<file path="src/rtl/d_npc_ctrl.sv">
// d_npc_ctrl: next-PC / branch resolution with one delay slot; `NPC_STAT_EN adds saturating branch counters.
module d_npc_ctrl #(
    parameter logic [31:0] RESET_PC = 32'h0000_3000,
    parameter int          CNT_W    = 32
) (
    input  logic              clk,
    input  logic              reset,
    input  logic              stall,
    input  logic [31:0]       d_pc,
    input  logic [15:0]       d_imm16,
    input  logic [25:0]       d_imm26,
    input  logic [31:0]       d_rs_val,
    input  logic [3:0]        br_type,
    input  logic [1:0]        cmp_ab,
    input  logic [1:0]        cmp_a0,
    output logic [31:0]       f_pc,
    output logic              br_taken,
    output logic [31:0]       link_pc,
    output logic              d_in_ds,
`ifdef NPC_STAT_EN
    output logic [CNT_W-1:0]  br_cnt_taken,
    output logic [CNT_W-1:0]  br_cnt_ntaken,
`endif
    output logic              npc_err
);
    logic [31:0] d_pc4, target;
    logic        is_cond, is_xfer, inv;
    assign d_pc4   = d_pc + 32'd4;
    assign link_pc = d_pc + 32'd8;
    assign is_cond = br_type >= 4'd1 && br_type <= 4'd6;
    assign is_xfer = br_type >= 4'd1 && br_type <= 4'd10;
    assign inv     = ((br_type == 4'd1 || br_type == 4'd2) && cmp_ab == 2'b11) ||
                     (br_type >= 4'd3 && br_type <= 4'd6 && cmp_a0 == 2'b11);
    assign target  = (br_type == 4'd9 || br_type == 4'd10) ? d_rs_val :
                     (br_type == 4'd7 || br_type == 4'd8)  ? {d_pc4[31:28], d_imm26, 2'b00} :
                     d_pc4 + {{14{d_imm16[15]}}, d_imm16, 2'b00};
    // A code of 11 matches none of the arms below, so invalid compares fall through as not taken
    always_comb begin
        br_taken = 1'b0;
        case (br_type)
            4'd1:                      br_taken = cmp_ab == 2'b00;
            4'd2:                      br_taken = cmp_ab == 2'b01 || cmp_ab == 2'b10;
            4'd3:                      br_taken = cmp_a0 == 2'b00 || cmp_a0 == 2'b10;
            4'd4:                      br_taken = cmp_a0 == 2'b01;
            4'd5:                      br_taken = cmp_a0 == 2'b10;
            4'd6:                      br_taken = cmp_a0 == 2'b00 || cmp_a0 == 2'b01;
            4'd7, 4'd8, 4'd9, 4'd10:   br_taken = 1'b1;
            default:                   br_taken = 1'b0;
        endcase
    end
    always_ff @(posedge clk) begin
        if (!reset) begin
            f_pc    <= RESET_PC;
            d_in_ds <= 1'b0;
            npc_err <= 1'b0;
        end else if (!stall) begin
            f_pc    <= br_taken ? target : f_pc + 32'd4;
            d_in_ds <= is_xfer;
            if (inv || (br_taken && target[1:0] != 2'b00))
                npc_err <= 1'b1;
        end
    end
`ifdef NPC_STAT_EN
    always_ff @(posedge clk) begin
        if (!reset) begin
            br_cnt_taken  <= '0;
            br_cnt_ntaken <= '0;
        end else if (!stall && is_cond) begin
            if (br_taken && !(&br_cnt_taken))
                br_cnt_taken <= br_cnt_taken + CNT_W'(1);
            if (!br_taken && !(&br_cnt_ntaken))
                br_cnt_ntaken <= br_cnt_ntaken + CNT_W'(1);
        end
    end
`endif
endmodule

</file>
<file path="config.mk">
export PLATFORM = sky130hd
export DESIGN_NAME = d_npc_ctrl
export DESIGN_NICKNAME = d
export VERILOG_FILES = /design/src/rtl/d_npc_ctrl.sv
export SDC_FILE = /design/constraint.sdc
export NUM_CORES = 1
export LEC_CHECK = 0
export BUFFER_PORTS_ARGS = -buffer_cell sky130_fd_sc_hd__buf_2
export CORE_UTILIZATION = 50
export DETAILED_ROUTE_END_ITERATION = 8
export GPL_TIMING_DRIVEN = 0
export PLACE_DENSITY = 0.86
export SYNTH_ARGS = -nofsm -noshare
export SYNTH_HDL_FRONTEND = slang
export SYNTH_SLANG_ARGS = --single-unit
</file>
<file path="constraint.sdc">
create_clock -name clk -period 4.4 [get_ports clk]
set_input_delay 0.66 -clock clk [delete_from_list [all_inputs] [get_ports clk]]
set_output_delay 0.66 -clock clk [all_outputs]
set_load 0.05 [all_outputs]
</file>
Word level (Yosys, flattened, before mapping)

Index checks and enable logic that the tools add are counted.

Output and inout bits: 67
Register bits after elaboration: 34
Word-level logic and storage cells: 50
Bits of input ports: 117

$add $sub $neg: 4
Order comparisons: 4
Eq/ne operators: 16
Multiplexer cells: 4
Bitwise operators: 1
Reductions and logical operators: 18

Operator list:

| operator                                                                            | number |
|---|---|
| 32-bit two-way mux                                                                  | 3 |
| 32-bit by 3-bit adder with 32-bit output, second input constant                     | 2 |
| 32-bit adder                                                                        | 1 |
| 32-bit by 4-bit adder with 32-bit output, second input constant                     | 1 |
| 4-bit by 3-bit equality test with 1-bit output, second input constant               | 4 |
| 4-bit equality test, second input constant                                          | 3 |
| 2-bit equality test, second input constant                                          | 4 |
| 4-bit by 2-bit equality test with 1-bit output, second input constant               | 2 |
| 1-bit logical OR                                                                    | 8 |
| 1-bit case mux with 7 select lines                                                  | 1 |
| 1-bit logical AND                                                                   | 5 |
| 2-bit by 1-bit equality test with 1-bit output, second input constant               | 2 |
| 4-bit by 1-bit equality test with 1-bit output, second input constant               | 1 |
| 4-bit by 1-bit greater-or-equal comparator with 1-bit output, second input constant | 1 |
| 4-bit by 2-bit greater-or-equal comparator with 1-bit output, second input constant | 1 |
| 4-bit by 3-bit less-or-equal comparator with 1-bit output, second input constant    | 1 |
| 4-bit less-or-equal comparator, second input constant                               | 1 |
| 2-bit zero test                                                                     | 2 |
| 4-bit OR reduction                                                                  | 1 |
| 2-bit AND reduction                                                                 | 1 |
| 2-bit nonzero test                                                                  | 1 |
| 1-bit inverter                                                                      | 1 |

Depth between registers and ports, before layout

Word-level depth: 8
Depth in mapped cells: 17
Depth with buffers taken out: 16

Worst setup path before layout

OpenSTA, ideal clock, no wires.

Path type: input-to-reg
Start point: input port d_pc[5]
End point: register f_pc[31]
Path slack: 0.329 ns
Stages on the path: 16
Arrival: 3.949 ns
Library setup time: 0.122 ns
Data required time: 4.278 ns
Buffers on the path: 2
Cells stage by stage: buf_4 > and3_4 > and3_1 > nand2_1 > nor3_1 > and2_0 > clkbuf_1 > nand4_1 > xnor2_1 > ha_1 > nor2b_1 > o21a_1 > a311oi_1 > nor3_1 > mux4_2 > o311a_1

Word-level cells in the longest chain between the ends: 5

Ends and longest elaborated chain:

| element                                    | line | text |
|---|---|---|
| start: declaration                         | 9    | `input logic [31:0] d_pc,` |
| 32-bit by 3-bit adder with 32-bit output * | 28   | `assign d_pc4 = d_pc + 32'd4;` |
| 32-bit adder                               | 36   | `d_pc4 + {{14{d_imm16[15]}}, d_imm16, 2'b00};` |
| 32-bit two-way mux *                       | 35   | `(br_type == 4'd7 \|\| br_type == 4'd8) ? {d_pc4[31:28], d_imm26, 2'b00} :` |
| 32-bit two-way mux *                       | 34   | `assign target = (br_type == 4'd9 \|\| br_type == 4'd10) ? d_rs_val :` |
| 32-bit two-way mux *                       | 57   | `f_pc <= br_taken ? target : f_pc + 32'd4;` |
| end signal: assignment                     | 57   |  |
| end: declaration                           | 16   | `output logic [31:0] f_pc,` |

Mark *: on every way between the ends. The rest lies on a longest branch, timed or not.
A chain may end at the register's enable or synchronous reset.

Worst setup path after layout

Start point: input port d_pc[4]
End point: register f_pc[31]

Same word-level chain as after synthesis.

==> results.py <==
metrics = {
    "status": {
        "status": "finished, final reports clean",
    },
    "worst_setup_path": {
        "regToRegSetupSlack_ns": 1.65,
        "slowest_stage": "a21oi_1",
        "cp_data_required_time_ns": 4.58,
        "worst-r2r-cell-count": 9,
        "cp_top_family": "simple AND/OR/NAND/NOR gates",
        "cp_slowest_stage_delay_ns": 0.35,
        "path_buf_inv": 2,
        "endpoint_kind": "flip-flop",
        "worstSetupPathType": "in -> reg",
        "crit_path_start_kind": "primary input",
        "critPathMaxFanout": 7,
        "regToRegStartpoint": "f_pc[2]",
        "cp.arrival_ns": 4.36,
        "reg2reg_to": "f_pc[30]",
        "path_cells": "buf_2, ha_1, and3_1, nand2_1, nor3_4, and2_0, clkbuf_1, nand2_1, xnor2_1, ha_1, a21oi_1, nor2b_1, o21a_1, a311oi_2, nor3_1, mux4_2, o311a_1",
    },
    "grt": {
        "grt_max_degree": 21,
        "grt_remaining_overflow": 0,
        "antenna_found_initial": 0,
        "grt_use_total": 0.325,
        "grt_pass1_vias": 6130,
        "grt_pass1_wl_um": 29800,
    },
    "routing": {
        "postRouteWirelength_um": 19000,
        "firstDrtPassIters": 5,
        "wl_per_cell_um": 17.2,
        "vias": 6840,
        "route.detailed.drc": 0,
        "drt_iter0_drc": 589,
        "drtAntennaViolNets": 0,
        "via_per_inst": 6.19,
    },
    "synth": {
        "synth-edff-count": 0,
        "synth_top_area_frac": 0.125,
        "ys_ff_latch": 34,
        "yosys_warnings": 0,
        "synth_most_common_cell": "nand2_1",
        "synth_common_cells": "nand2_1 (92), nor2_1 (78), a21oi_1 (72)",
        "avgSynthCellArea_um2": 6.91,
        "synthArstFlopShare": 0,
        "syn_area_um2": 5450,
        "ys_seq_area_frac": 0.125,
        "synthCells": 789,
        "synth_cell_types": 86,
        "synthTopCellsByArea": "dfxtp_1 (12%), ha_1 (8.7%), a21oi_1 (6.6%)",
        "synth_top_cell_by_area": "dfxtp_1",
        "syn_nets": 945,
        "ys.flop_type": "dfxtp_1",
    },
    "die": {
        "rows": 37,
        "die-area_um2": 11300,
        "io_pins": 184,
        "start_util": 0.521,
        "die_y_um": 106,
        "die_w_um": 106,
        "core_area_um2": 10500,
    },
    "hold_path": {
        "hold_start": "npc_err",
        "hold_path.class": "reg -> reg",
        "holdPathEnd": "npc_err",
        "hold_path_depth": 2,
    },
    "cells_and_area": {
        "syn2layout_area_growth_pct": 21.2,
        "design_area_um2": 6610,
        "nNetsFinal": 1124,
        "fillerInstances": 1003,
        "final_util": 0.632,
        "antenna_cells": 0,
        "drive_gt1_frac": 0.230,
    },
    "sta": {
        "rsz0062_at_grt": "true",
        "setup_viol_count_final": 0,
        "setup_ws_ns": 0.229,
        "hold_viol_final": 0,
        "period_needed_ns": 4.17,
        "relSlewSlack": 0.496,
        "max_freq_ghz": 0.240,
        "finalCritPeriodShare": 0.948,
        "clock-skew-final_ns": 0.00413,
        "slew_viol_final": 0,
        "worst_pin_slew_ns": 0.750,
    },
    "placed_design": {
        "place_ws_ns": -0.518,
        "port_buffers": 173,
        "gp_congestion": 0.954,
        "place.detailed.hpwl_um": 15200,
        "placed_area_um2": 6490,
    },
    "clocking": {
        "cts_resized": 1,
        "hold_buffers": 0,
        "insertion_delay_ns": 0.29,
        "cts_tree": "done",
        "postCtsSetupRepairBufs": 0,
        "cts_buffers": 5,
        "htreeDepth": 2,
        "clk_transition_reported_paths_ns": 0.07,
        "cts_sinks": 34,
        "cts_root_buffer": "clkbuf_8",
        "max-clock-path-buffers": 2,
    },
    "pwr": {
        "total_power_uw": 1490,
        "vdd_drop_max_mv": 0.203,
        "cellLeakagePower_uw": 0.00290,
        "powerDensity_nw_per_um2": 226,
    },
    "job": {
        "drv_cap": 0,
    },
}
## per-layer routing
layer,routed length (um),vias up,part of all wire,track usage
li1,-,3313,-,-
met1,7890,3023,0.42,0.430
met2,8360,427,0.44,0.522
met3,1900,77,0.10,0.0478
met4,812,0,0.043,0.140
met5,0,-,0,0
## worst register-to-register path: stages, from the launching register on
cell      delay, ns
dfxtp_1        0.43
ha_1           0.24
nand3_1        0.19
nor4_1         0.72
nand3_1        0.31
nor2_1         0.20
nand3_1        0.10
a21oi_1        0.17
o22ai_1        0.10
a211oi_1       0.22
## state kept, by name, summed over array words and instances (netlist names)
name	count
d_in_ds	1
npc_err	1
f_pc	32
## through the flow
stage	cells	hold slack [ns]	setup TNS (ns)
CTS	1106	0.494	0
global route	1105	0.521	-0.0576
global placement	1098	0.471	-2.46
detailed placement	1098	0.477	-2.83
finish	1105	0.491	0
floorplan	789	0.709	0
## worst max path at each step
stage,startpoint,to,slack (ns),cells past startpoint
global placement,d_pc[4],f_pc[26],-0.53,17
global route,d_pc[4],f_pc[31],-0.06,16
CTS,d_pc[4],f_pc[26],0.006,17
floorplan,d_pc[5],f_pc[31],0.33,16
finish,d_pc[4],f_pc[31],0.23,17
detailed placement,d_pc[4],f_pc[26],-0.52,17
## where the power goes
group / total [uW] / switching, uW / leakage (uW) / internal, uW
Sequential: 381 / 42.4 / 0.000279 / 338
Clock: 253 / 126 / 0.0000482 / 127
Combinational: 858 / 571 / 0.00258 / 287
## cells by family (layout without fill, tap and decap cells)
kind of cell    count (synthesis)  after routing  synth area share
simple gates                  331            331             0.310
compound gates                246            246             0.297
xor+xnor                       69             69             0.111
buf+inv                        62            242            0.0498
fa+ha+maj                      39             39            0.0908
flops                          34             34             0.125
mux                             8              8            0.0170
## cells in the final DEF, fill, tap and decap left out, drive strengths merged, types with 26 or more instances in the layout
| cell | Yosys | final |
|---|---|---|
| xor2 | 28 | 28 |
| o21ai | 48 | 48 |
| ha | 38 | 38 |
| nand2 | 93 | 93 |
| buf | 15 | 188 |
| clkbuf | 36 | 42 |
| xnor2 | 41 | 41 |
| dfxtp | 34 | 34 |
| nor2 | 78 | 78 |
| nand4 | 26 | 26 |
| nand3 | 36 | 36 |
| a21oi | 72 | 72 |
## area by class of cell
class / instances / area (um^2) / area share
multi-input cells: 693 / 4530 / 0.686
plain buffers: 50 / 225 / 0.0341
well taps: 136 / 170 / 0.0257
inverters: 11 / 42.5 / 0.00644
flip-flops and latches: 34 / 681 / 0.103
clock buffers: 7 / 86.3 / 0.0131
repair buffers: 173 / 866 / 0.131
clock inverters: 1 / 5.00 / 0.000757
(Power assumes the default switching activity.)
